==> src/rtl/axi_mst_rd_pkg.sv <==
// Shared AXI widths, encodings and FSM states for the AXI read initiator.
`ifndef AXI_DEFINES_SVH
`define AXI_DEFINES_SVH
`define AXI_ID_WIDTH     4
`define AXI_ADDR_WIDTH   32
`define AXI_LEN_WIDTH    8
`define AXI_SIZE_WIDTH   3
`define AXI_BURST_WIDTH  2
`define AXI_DATA_WIDTH   64
`define AXI_RESP_WIDTH   2
`define AXI_BURST_FIXED  2'd0
`define AXI_BURST_INCR   2'd1
`define AXI_BURST_WRAP   2'd2
`define AXI_RESP_OKAY    2'd0
`define AXI_RESP_EXOKAY  2'd1
`define AXI_RESP_SLVERR  2'd2
`define AXI_RESP_DECERR  2'd3
`endif

package axi_mst_rd_pkg;
  localparam int AXI_ID_W    = `AXI_ID_WIDTH;
  localparam int AXI_ADDR_W  = `AXI_ADDR_WIDTH;
  localparam int AXI_LEN_W   = `AXI_LEN_WIDTH;
  localparam int AXI_SIZE_W  = `AXI_SIZE_WIDTH;
  localparam int AXI_BURST_W = `AXI_BURST_WIDTH;
  localparam int AXI_DATA_W  = `AXI_DATA_WIDTH;
  localparam int AXI_RESP_W  = `AXI_RESP_WIDTH;

  localparam logic [AXI_BURST_W-1:0] BURST_INCR  = `AXI_BURST_INCR;
  localparam logic [AXI_BURST_W-1:0] BURST_WRAP  = `AXI_BURST_WRAP;
  localparam logic [AXI_RESP_W-1:0]  RESP_OKAY   = `AXI_RESP_OKAY;
  localparam logic [AXI_RESP_W-1:0]  RESP_SLVERR = `AXI_RESP_SLVERR;

  typedef enum logic [1:0] {
    S_IDLE = 2'd0,
    S_AR   = 2'd1,
    S_RD   = 2'd2,
    S_DONE = 2'd3
  } state_t;

  // Worst response is the numerically largest code.
  function automatic logic [AXI_RESP_W-1:0] resp_max(input logic [AXI_RESP_W-1:0] a,
                                                     input logic [AXI_RESP_W-1:0] b);
    return (a > b) ? a : b;
  endfunction
endpackage

==> src/rtl/axi_mst_rd_addr_gen.sv <==
// Burst address sequencer: tracks the address of the current beat of a
// FIXED/INCR/WRAP burst. Shared with the write-side blocks.
module axi_burst_addr_gen
  import axi_mst_rd_pkg::*;
(
  input  logic                   clk,
  input  logic                   rst,
  input  logic                   load,
  input  logic                   step,
  input  logic [AXI_ADDR_W-1:0]  addr,
  input  logic [AXI_LEN_W-1:0]   len,
  input  logic [AXI_SIZE_W-1:0]  size,
  input  logic [AXI_BURST_W-1:0] burst,
  output logic [AXI_ADDR_W-1:0]  cur
);
  logic [AXI_ADDR_W-1:0]  total_c, lo_c;
  logic [AXI_ADDR_W-1:0]  lo_q, hi_q;
  logic [AXI_SIZE_W-1:0]  size_q;
  logic [AXI_BURST_W-1:0] burst_q;
  logic [AXI_ADDR_W-1:0]  nbytes, incr, nxt;

  // Wrap window is only meaningful for power-of-two totals; other lengths
  // are excluded from checking by the user of this block.
  assign total_c = (AXI_ADDR_W'(len) + AXI_ADDR_W'(1)) << size;
  assign lo_c    = addr & ~(total_c - AXI_ADDR_W'(1));
  assign nbytes  = AXI_ADDR_W'(1) << size_q;
  assign incr    = cur + nbytes;

  // Next-beat address for the latched burst type.
  always_comb begin
    nxt = cur;
    case (burst_q)
      BURST_INCR: nxt = incr;
      BURST_WRAP: nxt = (incr == hi_q) ? lo_q : incr;
      default:    nxt = cur;
    endcase
  end

  // Latch burst geometry on load, advance on each accepted beat.
  always_ff @(posedge clk) begin
    if (rst) begin
      cur     <= '0;
      lo_q    <= '0;
      hi_q    <= '0;
      size_q  <= '0;
      burst_q <= '0;
    end else if (load) begin
      cur     <= addr;
      lo_q    <= lo_c;
      hi_q    <= lo_c + total_c;
      size_q  <= size;
      burst_q <= burst;
    end else if (step) begin
      cur     <= nxt;
    end
  end
endmodule

==> src/rtl/axi_mst_rd.sv <==
// AXI read initiator: one command at a time, issues AR, collects R beats,
// forwards them to a local consumer and checks framing, response and data.
//
// Handshakes: a transfer happens on a rising edge where valid and ready are
// both high; valid never depends on ready, and once raised valid and its
// payload stay stable until the transfer. Exception: on R, rready follows
// usr_rready combinationally while in S_RD.
module axi_mst_rd
  import axi_mst_rd_pkg::*;
#(
  parameter int CHK_EN         = 1,
  parameter int TIMEOUT_CYCLES = 256,
  parameter int TO_CNT_WIDTH   = 9
) (
  input  logic                   clk,
  input  logic                   rst,
  input  logic                   cmd_valid,
  output logic                   cmd_ready,
  input  logic [AXI_ID_W-1:0]    cmd_id,
  input  logic [AXI_ADDR_W-1:0]  cmd_addr,
  input  logic [AXI_LEN_W-1:0]   cmd_len,
  input  logic [AXI_SIZE_W-1:0]  cmd_size,
  input  logic [AXI_BURST_W-1:0] cmd_burst,
  output logic [AXI_ID_W-1:0]    axi_mst_arid,
  output logic [AXI_ADDR_W-1:0]  axi_mst_araddr,
  output logic [AXI_LEN_W-1:0]   axi_mst_arlen,
  output logic [AXI_SIZE_W-1:0]  axi_mst_arsize,
  output logic [AXI_BURST_W-1:0] axi_mst_arburst,
  output logic                   axi_mst_arvalid,
  input  logic                   axi_mst_arready,
  input  logic [AXI_DATA_W-1:0]  axi_mst_rdata,
  input  logic [AXI_RESP_W-1:0]  axi_mst_rresp,
  input  logic                   axi_mst_rlast,
  input  logic                   axi_mst_rvalid,
  output logic                   axi_mst_rready,
  output logic [AXI_DATA_W-1:0]  usr_rdata,
  output logic                   usr_rvalid,
  input  logic                   usr_rready,
  output logic                   done_pulse,
  output logic [AXI_RESP_W-1:0]  done_resp,
  output logic                   err_last,
  output logic                   err_data,
  output logic                   err_timeout,
  output state_t                 dbg_state
);
  state_t                    state;
  logic [AXI_LEN_W-1:0]      beat_cnt;
  logic [TO_CNT_WIDTH-1:0]   to_cnt;
  logic                      chk_ok;
  logic [AXI_ADDR_W-1:0]     exp_addr;
  logic                      cmd_fire, beat_acc, exp_last, data_bad, timeout_hit, in_rd;

  assign in_rd          = (state == S_RD);
  assign cmd_fire       = cmd_valid & cmd_ready;
  assign axi_mst_rready = in_rd & usr_rready;
  assign usr_rvalid     = in_rd & axi_mst_rvalid;
  assign usr_rdata      = in_rd ? axi_mst_rdata : '0;
  assign beat_acc       = axi_mst_rvalid & axi_mst_rready;
  assign exp_last       = (beat_cnt == axi_mst_arlen);
  assign dbg_state      = state;

  // Error-class beats carry no meaningful payload, so they skip the pattern check.
  assign data_bad = (CHK_EN != 0) && chk_ok && (axi_mst_rresp < RESP_SLVERR) &&
                    ((axi_mst_rdata[AXI_ADDR_W-1:0] != exp_addr) ||
                     (axi_mst_rdata[AXI_ADDR_W +: AXI_ID_W] != axi_mst_arid));

  assign timeout_hit = (TIMEOUT_CYCLES != 0) && !beat_acc &&
                       (to_cnt == TO_CNT_WIDTH'(TIMEOUT_CYCLES - 1));

  axi_burst_addr_gen u_addr_gen (
    .clk   (clk),
    .rst   (rst),
    .load  (cmd_fire),
    .step  (beat_acc),
    .addr  (cmd_addr),
    .len   (cmd_len),
    .size  (cmd_size),
    .burst (cmd_burst),
    .cur   (exp_addr)
  );

  // Transaction FSM with registered handshake, status and error outputs.
  always_ff @(posedge clk) begin
    if (rst) begin
      state           <= S_IDLE;
      cmd_ready       <= 1'b1;
      axi_mst_arvalid <= 1'b0;
      axi_mst_arid    <= '0;
      axi_mst_araddr  <= '0;
      axi_mst_arlen   <= '0;
      axi_mst_arsize  <= '0;
      axi_mst_arburst <= '0;
      done_pulse      <= 1'b0;
      done_resp       <= RESP_OKAY;
      err_last        <= 1'b0;
      err_data        <= 1'b0;
      err_timeout     <= 1'b0;
      beat_cnt        <= '0;
      to_cnt          <= '0;
      chk_ok          <= 1'b0;
    end else begin
      done_pulse <= 1'b0;
      case (state)
        S_IDLE: begin
          if (cmd_valid) begin
            axi_mst_arid    <= cmd_id;
            axi_mst_araddr  <= cmd_addr;
            axi_mst_arlen   <= cmd_len;
            axi_mst_arsize  <= cmd_size;
            axi_mst_arburst <= cmd_burst;
            // Non power-of-two WRAP has no well-defined window to check against.
            chk_ok          <= (cmd_burst != BURST_WRAP) ||
                               (cmd_len == 8'd1) || (cmd_len == 8'd3) ||
                               (cmd_len == 8'd7) || (cmd_len == 8'd15);
            beat_cnt        <= '0;
            to_cnt          <= '0;
            done_resp       <= RESP_OKAY;
            err_last        <= 1'b0;
            err_data        <= 1'b0;
            err_timeout     <= 1'b0;
            cmd_ready       <= 1'b0;
            axi_mst_arvalid <= 1'b1;
            state           <= S_AR;
          end
        end
        S_AR: begin
          if (axi_mst_arready) begin
            axi_mst_arvalid <= 1'b0;
            state           <= S_RD;
          end
        end
        S_RD: begin
          if (beat_acc) begin
            beat_cnt  <= beat_cnt + AXI_LEN_W'(1);
            to_cnt    <= '0;
            done_resp <= resp_max(done_resp, axi_mst_rresp);
            if (axi_mst_rlast != exp_last) err_last <= 1'b1;
            if (data_bad) err_data <= 1'b1;
            if (axi_mst_rlast || exp_last) begin
              done_pulse <= 1'b1;
              state      <= S_DONE;
            end
          end else if (timeout_hit) begin
            err_timeout <= 1'b1;
            done_resp   <= RESP_SLVERR;
            done_pulse  <= 1'b1;
            state       <= S_DONE;
          end else begin
            to_cnt <= to_cnt + TO_CNT_WIDTH'(1);
          end
        end
        S_DONE: begin
          cmd_ready <= 1'b1;
          state     <= S_IDLE;
        end
        default: state <= S_IDLE;
      endcase
    end
  end
endmodule

==> config.mk <==
export PLATFORM = sky130hd
export DESIGN_NAME = axi_mst_rd
export DESIGN_NICKNAME = d
export VERILOG_FILES = /design/src/rtl/axi_mst_rd_pkg.sv /design/src/rtl/axi_mst_rd_addr_gen.sv /design/src/rtl/axi_mst_rd.sv
export SDC_FILE = /design/constraint.sdc
export NUM_CORES = 1
export LEC_CHECK = 0
export CAP_MARGIN = 20
export CELL_PAD_IN_SITES_DETAIL_PLACEMENT = 2
export CELL_PAD_IN_SITES_GLOBAL_PLACEMENT = 2
export CORE_MARGIN = 3
export CORE_UTILIZATION = 33
export CTS_BUF_LIST = sky130_fd_sc_hd__clkbuf_8
export DETAILED_ROUTE_END_ITERATION = 10
export GPL_TIMING_DRIVEN = 0
export PLACE_DENSITY = 0.95
export SLEW_MARGIN = 5
export SYNTH_ARGS = -nofsm -noshare
export SYNTH_HDL_FRONTEND = slang
export SYNTH_SLANG_ARGS = --single-unit
==> constraint.sdc <==
create_clock -name clk -period 10.25 [get_ports clk]
set_input_delay 2.05 -clock clk [delete_from_list [all_inputs] [get_ports clk]]
set_output_delay 2.05 -clock clk [all_outputs]
set_load 0.1 [all_outputs]
# After elaboration in Yosys (flattened, before gate mapping)
# Cells that the tools add are included.
# W data, S select, Z words.
word_totals:
  wordCells: 133
  input_bits: 122
  ff_bits: 178
classes:
  magnitude_cmp: 2
  reduce_logical: 28
  n_mux: 40
  n_eq_ne: 27
  n_bitwise: 7
  addsub: 6
  n_shift: 2
op_table:
  columns: ["op", "n"]
  rows:
  - ["$mux W32", 3]
  - ["$add A32 B32 Y32", 2]
  - ["$mux W64", 1]
  - ["$pmux W32 S2", 1]
  - ["$and A32 B32 Y32", 1]
  - ["$eq A32 B32 Y1", 1]
  - ["$ne A32 B32 Y1", 1]
  - ["$not A32 Y32", 1]
  - ["$shl A1 B3 Y32 const A", 1]
  - ["$shl A32 B3 Y32", 1]
  - ["$sub A32 B1 Y32 const B", 1]
  - ["$mux W9", 3]
  - ["$reduce_and A4 Y1", 5]
  - ["$mux W2", 9]
  - ["$pmux W9 S2", 1]
  - ["$mux W8", 2]
  - ["$pmux W8 S2", 1]
  - ["$ne A2 B2 Y1 const B", 7]
  - ["$mux W1", 12]
  - ["$pmux W1 S2", 5]
  - ["$add A8 B1 Y9 const B", 1]
  - ["$add A9 B1 Y9 const B", 1]
  - ["$eq A9 B8 Y1 const B", 1]
  - ["$ne A3 B3 Y1 const B", 3]
  - ["27 further kinds", 47]

# Longest topological paths before layout
# Gate-level depths: netlist (run 1).
depth:
  ltp_word: 8
  depth_mapped: 24
  depth_no_buf: 22

# Modules after synthesis
# From an unflattened synthesis (run 1), not the netlist that was laid out.
hier_totals:
  cells_unflattened: 1699
  area_unflattened_um2: 12822.3
modules_own_cells:
  columns: ["module", "area_per_inst_um2", "cells_each", "instances"]
  rows:
  - ["axi_burst_addr_gen", 8780.9, 1184, 1]
  - ["axi_mst_rd", 4041.4, 515, 1]

# Worst setup path after synthesis (run 1)
# No wires, ideal clock.
synth_timing:
  kind: "input-to-reg"
  from: "input cmd_len[5]"
  to: "register u_addr_gen.hi_q[29]"
  setup_slack_ns: 3.268
  path_stages: 22
  path_buffers: 3
  setup_ns: 0.091
  t_required_ns: 10.159
  t_arrival_ns: 6.891
  path_cell_list: "buf_2 and4_1 nand3_1 or3b_2 a21o_1 o41a_1 or3_1 clkbuf_1 nand2b_1 nor3_1 ha_1 and2_1 ha_1 clkbuf_1 a21oi_1 inv_1 a2111oi_0 nand2_1 o211ai_1 nor2_1 and4_1 a311oi_1"
synth_via:
  elab_chain_len: 6
synth_rtl:
  columns: ["item", "line", "text"]
  rows:
  - ["start: declaration", "axi_mst_rd.sv:21", "input logic [AXI_LEN_W-1:0] cmd_len,"]
  - ["$add A8 B1 Y9", "axi_mst_rd_addr_gen.sv:24", "assign total_c = (AXI_ADDR_W'(len) + AXI_ADDR_W'(1)) << size;"]
  - ["$shl A32 B3 Y32", "axi_mst_rd_addr_gen.sv:24", null]
  - ["$sub A32 B1 Y32", "axi_mst_rd_addr_gen.sv:25", "assign lo_c = addr & ~(total_c - AXI_ADDR_W'(1));"]
  - ["$not A32 Y32", "axi_mst_rd_addr_gen.sv:25", null]
  - ["$and A32 B32 Y32", "axi_mst_rd_addr_gen.sv:25", null]
  - ["named net u_addr_gen.lo_c[15]", "axi_mst_rd_addr_gen.sv:16", "logic [AXI_ADDR_W-1:0] total_c, lo_c;"]
  - ["$add A32 B32 Y32", "axi_mst_rd_addr_gen.sv:50", "hi_q <= lo_c + total_c;"]
  - ["end signal: assignment", "axi_mst_rd_addr_gen.sv:50", null]
  - ["end: declaration", "axi_mst_rd_addr_gen.sv:17", "logic [AXI_ADDR_W-1:0] lo_q, hi_q;"]
# The timed path passes the listed nets, and every way through them passes these cells.
# A chain may end at the register's enable or synchronous reset.

# Worst setup path in the final report (run 1)
layout_timing:
  from: "input cmd_len[1]"
  to: "register u_addr_gen.hi_q[29]"
# Same word-level chain as after synthesis.

==> summary.md, run 1 <==
| Metric | Value |
|---|---|
| Horizontal extent of the die | `201 um` |
| Layout Nets | `2083` |
| Leakage component of the power | `6.03 nW` |
| Initial drt markers | `988` |
| Tightest slew margin relative to the limit | `0.207` |
| Part of the cycle the worst path needs | `0.849` |
| Leading cell type in the layout, fill and taps excluded | `nand2_1` |
| Average size of a mapped cell | `7.51 um2` |
| Warning count from the yosys run | `0` |
| Data required time at the worst endpoint | `10660 ps` |
| R2R Path End | `u_addr_gen.cur[13]` |
| Routed via count | `14.4k` |
| Minimum clock period after layout | `8710 ps` |
| Worst hold slack | `463 ps` |
| Final-report max-slew violation count | `0` |
| Critical Setup Path Class | `input port to flip-flop` |
| Final HPWL from detailed placement | `50.6 mm` |
| Placed cell count | `2412` |
| Worst-Skew Late Latency | `510 ps` |
| Post-DR wirelength/cell | `26.1 um` |
| Total negative slack | `0 ps` |
| Post-DRT Antenna Nets | `0` |
| Post-Place Setup Slack | `1170 ps` |
| Dominant register cell in the synthesized netlist | `dfxtp_1` |
| Vertical extent of the die | `201 um` |
| Maximum number of pins on one net before global-route repair | `17` |
| Largest fanout of any net on the critical path | `9` |
| DR vias/cell | `5.90` |
| Core area | `0.0370 mm2` |
| Worst reg2reg path startpoint | `u_addr_gen.size_q[0]` |
| # Max-Cap Violations | `0` |
| Total power density per cell area | `208 mW/mm2` |
| Number of flip-flops and latches in the synthesized netlist | `178` |
| Post-cts gate resize count | `0` |
| GP Congestion | `0.948` |
| Cell area after synthesis | `0.0125 mm2` |
| Setup Skew | `26.9 ps` |
| Overall routing resource usage | `0.308` |
| Final worst-path setup slack | `1540 ps` |
| Register clock-pin slew on the reported worst setup and hold paths | `110 ps` |
| Status | `finished clean` |
| Root Buffer Master | `clkbuf_8` |
| Number of hold buffers added after CTS | `0` |
| Max VDD drop | `0.191 mV` |
| First-pass GRT wire length | `97.3 mm` |
| Overall overflow remaining after global route | `0` |
| Proportion of synthesized flip-flops having asynchronous set or reset | `0` |
| Layout cells sized above 1 | `0.0603` |
| Path depth of the worst reg2reg path | `16` |
| Endpoint class of the critical path | `flip-flop` |
| Inserted Clock Buffers | `17` |
| Startpoint of the worst setup timing path | `cmd_len[1]` |
| Final Util | `0.430` |
| Number of standard cells in the layout, taps in and fillers out | `2446` |
| Clk buf depth | `2` |
| WL final | `63.9 mm` |
| Remaining design rule violation count | `0` |
| Highest clock frequency the design can meet | `115 MHz` |
| Buffers on Ports | `239` |
| Setup-violating endpoint count in the final report | `0` |
| Layout overhead on the synthesized area | `27.2%` |
| Number of instances in the synthesized netlist | `1669` |
| Setup Fix Bufs, Post-CTS | `0` |
| Number of antenna violations at the first check in global routing | `0` |
| First-pass iteration count of the detailed router | `7` |
| Commonest non-fill, non-tap cells in the layout | `nand2_1, clkdlybuf4s50_1, a21oi_1` |
| Netlist cell types | `88` |
| Sink count of the clock tree | `178` |
| Nets in the synthesized netlist | `1824` |
| Placement row count | `70` |
| Setup slack, reg-to-reg | `4380 ps` |
| HP Class | `flip-flop to flip-flop` |
| Initial Util | `0.339` |
| Slew at the pin closest to its max-slew limit | `1190 ps` |
| Die area | `0.0404 mm2` |
| CTS tree | `built` |
| Post-synthesis sequential area ratio | `0.284` |
| Data arrival time of the critical path | `9120 ps` |
| # IOs | `247` |
| Final hold violation count | `0` |
| Setup crit end | `u_addr_gen.hi_q[29]` |
| Post-synth EDFFs | `0` |
| RSZ-0062 raised after global routing | `false` |
| Number of global-route vias before repair | `15.6k` |
| H-tree depth | `4` |
| Crit start category | `input port` |
## routing by layer
layer,GRT usage,vias to the layer above,wire length [um]
li1,-,6448,-
met1,0.380,7261,26500
met2,0.545,603,31200
met3,0.0482,115,4100
met4,0.105,0,2070
met5,0,-,0
## state kept, by name (all words and copies together) (netlist names), 2 cells and up
signal	flops
u_addr_gen.hi_q	32
u_addr_gen.burst_q	2
beat_cnt	8
to_cnt	9
axi_mst_arburst	2
dbg_state	2
u_addr_gen.lo_q	32
axi_mst_arsize	3
done_resp	2
u_addr_gen.size_q	3
u_addr_gen.cur	32
axi_mst_araddr	32
axi_mst_arid	4
axi_mst_arlen	8
## metrics by stage
stage               power [mW]  cell area [um2]
floorplan                 2.21            12500
global placement          2.72            15600
detailed placement        2.80            15600
CTS                       3.31            15900
global route              3.45            15900
finish                    3.32            15900
## report_power, final
part | switching, mW | internal (mW) | total, mW | leakage [nW]
Sequential | 0.108 | 0.791 | 0.899 | 1.46
Combinational | 1.43 | 0.487 | 1.91 | 4.39
Clock | 0.301 | 0.202 | 0.503 | 0.186
Total | 1.84 | 1.48 | 3.32 | 6.03
## area by class of cell
cell class	count	area, um2
Antenna cell	1	2.50
Buffer	120	542
Clock buffer	18	248
Clock inverter	14	129
Fill cell	4289	21100
Inverter	34	128
Multi-Input combinational cell	1337	8310
Sequential cell	178	3560
Tap cell	504	631
Timing Repair Buffer	240	2400
## how the worst min path moves through the flow
stage / startpoint / end / slack [ps] / depth (start not counted)
after global placement: axi_mst_araddr[29] / axi_mst_araddr[29] / 440 / 2
final: axi_mst_araddr[21] / axi_mst_araddr[21] / 460 / 2
after global routing: axi_mst_araddr[21] / axi_mst_araddr[21] / 500 / 2
after floorplan: u_addr_gen.lo_q[8] / u_addr_gen.lo_q[8] / 430 / 2
after CTS: axi_mst_araddr[21] / axi_mst_araddr[21] / 470 / 2
after detailed placement: u_addr_gen.lo_q[12] / u_addr_gen.lo_q[12] / 460 / 2
## logic make-up (layout without fill, tap and decap cells)
| kind of cell | Yosys count | count (layout) | synth area share |
|---|---|---|---|
| AO/OA/AOI/OAI | 457 | 457 | 0.231 |
| XOR/XNOR | 125 | 125 | 0.0873 |
| adder cells (fa/ha/maj) | 33 | 33 | 0.0335 |
| buffers and inverters | 154 | 426 | 0.0534 |
| flip-flops | 178 | 178 | 0.284 |
| multiplexers | 40 | 40 | 0.0388 |
| other | 0 | 1 | 0 |
| AND/OR/NAND/NOR | 682 | 682 | 0.272 |
## critical path, stage by stage
cell             delay, ps
clkdlybuf4s50_1        650
inv_1                   80
ha_1                   270
clkbuf_1               430
o21ai_0                220
a22oi_1                360
nand3_1                250
or3_1                  490
or3_1                  370
clkbuf_1               230
nand2b_1               240
nor3_1                 230
ha_1                   270
and2_1                 200
ha_1                   310
clkbuf_1               210
a21oi_1                230
inv_1                   60
a2111oi_0              520
nand2_1                170
o211ai_1               530
nor2_1                 240
and4_1                 260
a311oi_1               250
## synth_stat cells (5+ instances only)
| cell type | count | area share |
|---|---|---|
| o21ai_0 | 78 | 0.031 |
| a21oi_2 | 6 | 0.0042 |
| o211ai_1 | 16 | 0.0096 |
| o2111ai_1 | 8 | 0.0056 |
| xnor2_1 | 70 | 0.049 |
| inv_1 | 33 | 0.0099 |
| mux2_2 | 5 | 0.0045 |
| nand4_1 | 29 | 0.014 |
| a21oi_1 | 184 | 0.073 |
| nor2_1 | 96 | 0.029 |
| nor4b_1 | 5 | 0.0035 |
| a31oi_1 | 11 | 0.0055 |
| or2_2 | 6 | 0.0030 |
| and3_1 | 24 | 0.012 |
| mux2_4 | 16 | 0.019 |
| nor2b_1 | 11 | 0.0055 |
| o21a_1 | 22 | 0.013 |
| nor4_1 | 18 | 0.0090 |
| clkbuf_1 | 76 | 0.023 |
| mux2i_1 | 19 | 0.015 |
| a22oi_1 | 7 | 0.0042 |
| ha_1 | 32 | 0.032 |
| nand3b_1 | 7 | 0.0042 |
| a21o_1 | 10 | 0.0060 |
| and2_1 | 82 | 0.041 |
| buf_2 | 20 | 0.0080 |
| buf_1 | 14 | 0.0042 |
| or4_1 | 5 | 0.0030 |
| or3_1 | 9 | 0.0045 |
| a31o_2 | 9 | 0.0063 |
| nor3b_1 | 7 | 0.0042 |
| nand3_1 | 49 | 0.020 |
| a211oi_1 | 10 | 0.0060 |
| nor3_1 | 21 | 0.0084 |
| a41oi_1 | 7 | 0.0049 |
| a311oi_1 | 7 | 0.0049 |
| a211o_1 | 5 | 0.0035 |
| and4_1 | 10 | 0.0070 |
| xor2_1 | 55 | 0.038 |
| nand2_1 | 265 | 0.079 |
| nand2b_1 | 18 | 0.0090 |
| o22ai_1 | 23 | 0.011 |
| a41o_1 | 5 | 0.0040 |
| dfxtp_1 | 178 | 0.28 |
No activity file was read; power rests on OpenSTA's default activity.
==> run 2, diff against run 1 <==
Settings changed: CORE_UTILIZATION 33 to 31, PLACE_DENSITY 0.95 to 0.92.
Clock period 10.25 ns to 8.7 ns, I/O delays scaled along.
==> summary.md, run 2 (same netlist as run 1, synthesis figures left out) <==
| Metric | Value |
|---|---|
| Leading cell type in the layout, fill and taps excluded | `nand2_1` |
| Layout overhead on the synthesized area | `27.8%` |
| Register clock-pin slew on the reported worst setup and hold paths | `100 ps` |
| Layout Nets | `2086` |
| H-tree depth | `4` |
| Slew at the pin closest to its max-slew limit | `1140 ps` |
| Count of cells along the worst hold path | `2` |
| Critical hold path startpoint | `axi_mst_araddr[29]` |
| Crit start category | `input port` |
| DR vias/cell | `5.81` |
| Core area | `0.0398 mm2` |
| Top Metal Used | `met4` |
| Met1 Wirelength | `26.6 mm` |
| Total power density per cell area | `246 mW/mm2` |
| Endpoint of the worst hold path | `axi_mst_araddr[29]` |
| Overall overflow remaining after global route | `0` |
| # IOs | `247` |
| Placed cell count | `2433` |
| RSZ-0062 raised after global routing | `false` |
| Max VDD drop | `0.170 mV` |
| Reg area | `0.00356 mm2` |
| Diode count | `0` |
| CTS tree | `built` |
| Total negative slack | `0 ps` |
| Setup-violating endpoint count in the final report | `0` |
| FILL cells | `4608` |
| GP Congestion | `0.916` |
| First-pass GRT wire length | `96.6 mm` |
| Maximum number of pins on one net before global-route repair | `17` |
| Initial drt markers | `1032` |
| Root Buffer Master | `clkbuf_8` |
| Highest cell delay on the worst timing path | `660 ps` |
| Worst reg2reg path startpoint | `u_addr_gen.size_q[2]` |
| Largest fanout of any net on the critical path | `9` |
| Worst-Skew Late Latency | `530 ps` |
| Setup slack, reg-to-reg | `3060 ps` |
| Critical-path top delay cell | `clkdlybuf4s50_1` |
| Met2 Wirelength | `30.5 mm` |
| HP Class | `flip-flop to flip-flop` |
| Wire length on met3 | `4.27 mm` |
| Number of global-route vias before repair | `15.9k` |
| Data required time at the worst endpoint | `9130 ps` |
| Post-DRT Antenna Nets | `0` |
| R2R Path End | `u_addr_gen.cur[13]` |
| Final HPWL from detailed placement | `49.6 mm` |
| Number of antenna violations at the first check in global routing | `0` |
| First-pass iteration count of the detailed router | `5` |
| Final hold violation count | `0` |
| Number of hold buffers added after CTS | `0` |
| Number of standard cells in the layout, taps in and fillers out | `2468` |
| Commonest non-fill, non-tap cells in the layout | `nand2_1, clkdlybuf4s50_1, a21oi_1` |
| Final-report max-slew violation count | `0` |
| Buffers on Ports | `239` |
| Data arrival time of the critical path | `8440 ps` |
| Endpoint class of the critical path | `flip-flop` |
| Inserted Clock Buffers | `17` |
| # Max-Cap Violations | `0` |
| Part of the cycle the worst path needs | `0.921` |
| Leakage component of the power | `6.07 nW` |
| Tightest slew margin relative to the limit | `0.241` |
| Placement row count | `73` |
| Startpoint of the worst setup timing path | `cmd_len[1]` |
| Layout cells sized above 1 | `0.0602` |
| Sink count of the clock tree | `178` |
| Setup Skew | `19.7 ps` |
| Final worst-path setup slack | `690 ps` |
| Post-Place Setup Slack | `-68.2 ps` |
| Overall routing resource usage | `0.286` |
| Initial Util | `0.315` |
| Critical Setup Path Class | `input port to flip-flop` |
| Highest clock frequency the design can meet | `125 MHz` |
| Remaining design rule violation count | `0` |
| Vertical extent of the die | `207 um` |
| Horizontal extent of the die | `207 um` |
| Status | `finished clean` |
| Minimum clock period after layout | `8010 ps` |
| Total power draw | `3.95 mW` |
| WL final | `63.0 mm` |
| Path depth of the worst reg2reg path | `16` |
| Clk buf depth | `2` |
| Multi-input combinational cell area | `0.00831 mm2` |
| Routed via count | `14.3k` |
| Post-DR wirelength/cell | `25.5 um` |
| Die area | `0.0429 mm2` |
-- run 2: cell count changes in the layout (fill, tap and decap cells not counted), sizes merged, moves of 2 or more --
cell,delta
inv,-3
bufinv,+2
buf,+2
clkbuf,+3
-- run 2: repair_timing --
item                                    CTS  global route
gates resized for setup                   0             0
setup buffers                             0             3
endpoints found under the setup margin    0             1
-- run 2: final cells by class --
class,count,area share
clock inverter,11,0.00859
clock buffer,20,0.0172
tap,525,0.0410
buffer,120,0.0338
multi-input combinational,1337,0.518
inverter,34,0.00796
sequential,178,0.222
timing repair buffer,243,0.151
-- run 2: worst max-delay path: cells and delay by family --
kind                       cells  cell delay [ps]
and+or+nand+nor               10             2340
adders and majority gates      3              870
buffers and inverters          7             1850
AOI/OAI and AO/OA              6             1630
-- run 2: metal layers --
layer  vias up  global-route usage
li1       6441                   -
met1      7230               0.352
met2       560               0.497
met3       115              0.0618
met4         0              0.0922
met5         -                   0
-- run 2: report_power, final --
part / switching (mW) / internal [mW] / leakage [nW] / total [mW]
sequential: 0.129 / 0.932 / 1.46 / 1.06
combinational: 1.67 / 0.574 / 4.40 / 2.25
clock: 0.340 / 0.303 / 0.211 / 0.642
-- run 2: how the worst max path moves through the flow --
stage	to	slack [ps]	depth (start not counted)
after floorplan	u_addr_gen.hi_q[29]	2030	22
after global placement	u_addr_gen.hi_q[29]	170	23
after detailed placement	u_addr_gen.hi_q[29]	-70	23
after CTS	u_addr_gen.hi_q[29]	450	23
after global routing	u_addr_gen.hi_q[29]	360	25
final	u_addr_gen.hi_q[29]	690	26
-- run 2: through the flow --
stage	hold WS, ps	instance area, um2	util
5_1_grt	483	16000	0.403
3_5_place_dp	455	15600	0.392
2_1_floorplan	429	12500	-
6_report	465	16000	0.403
4_1_cts	470	16000	0.402
3_3_place_gp	444	15600	0.392
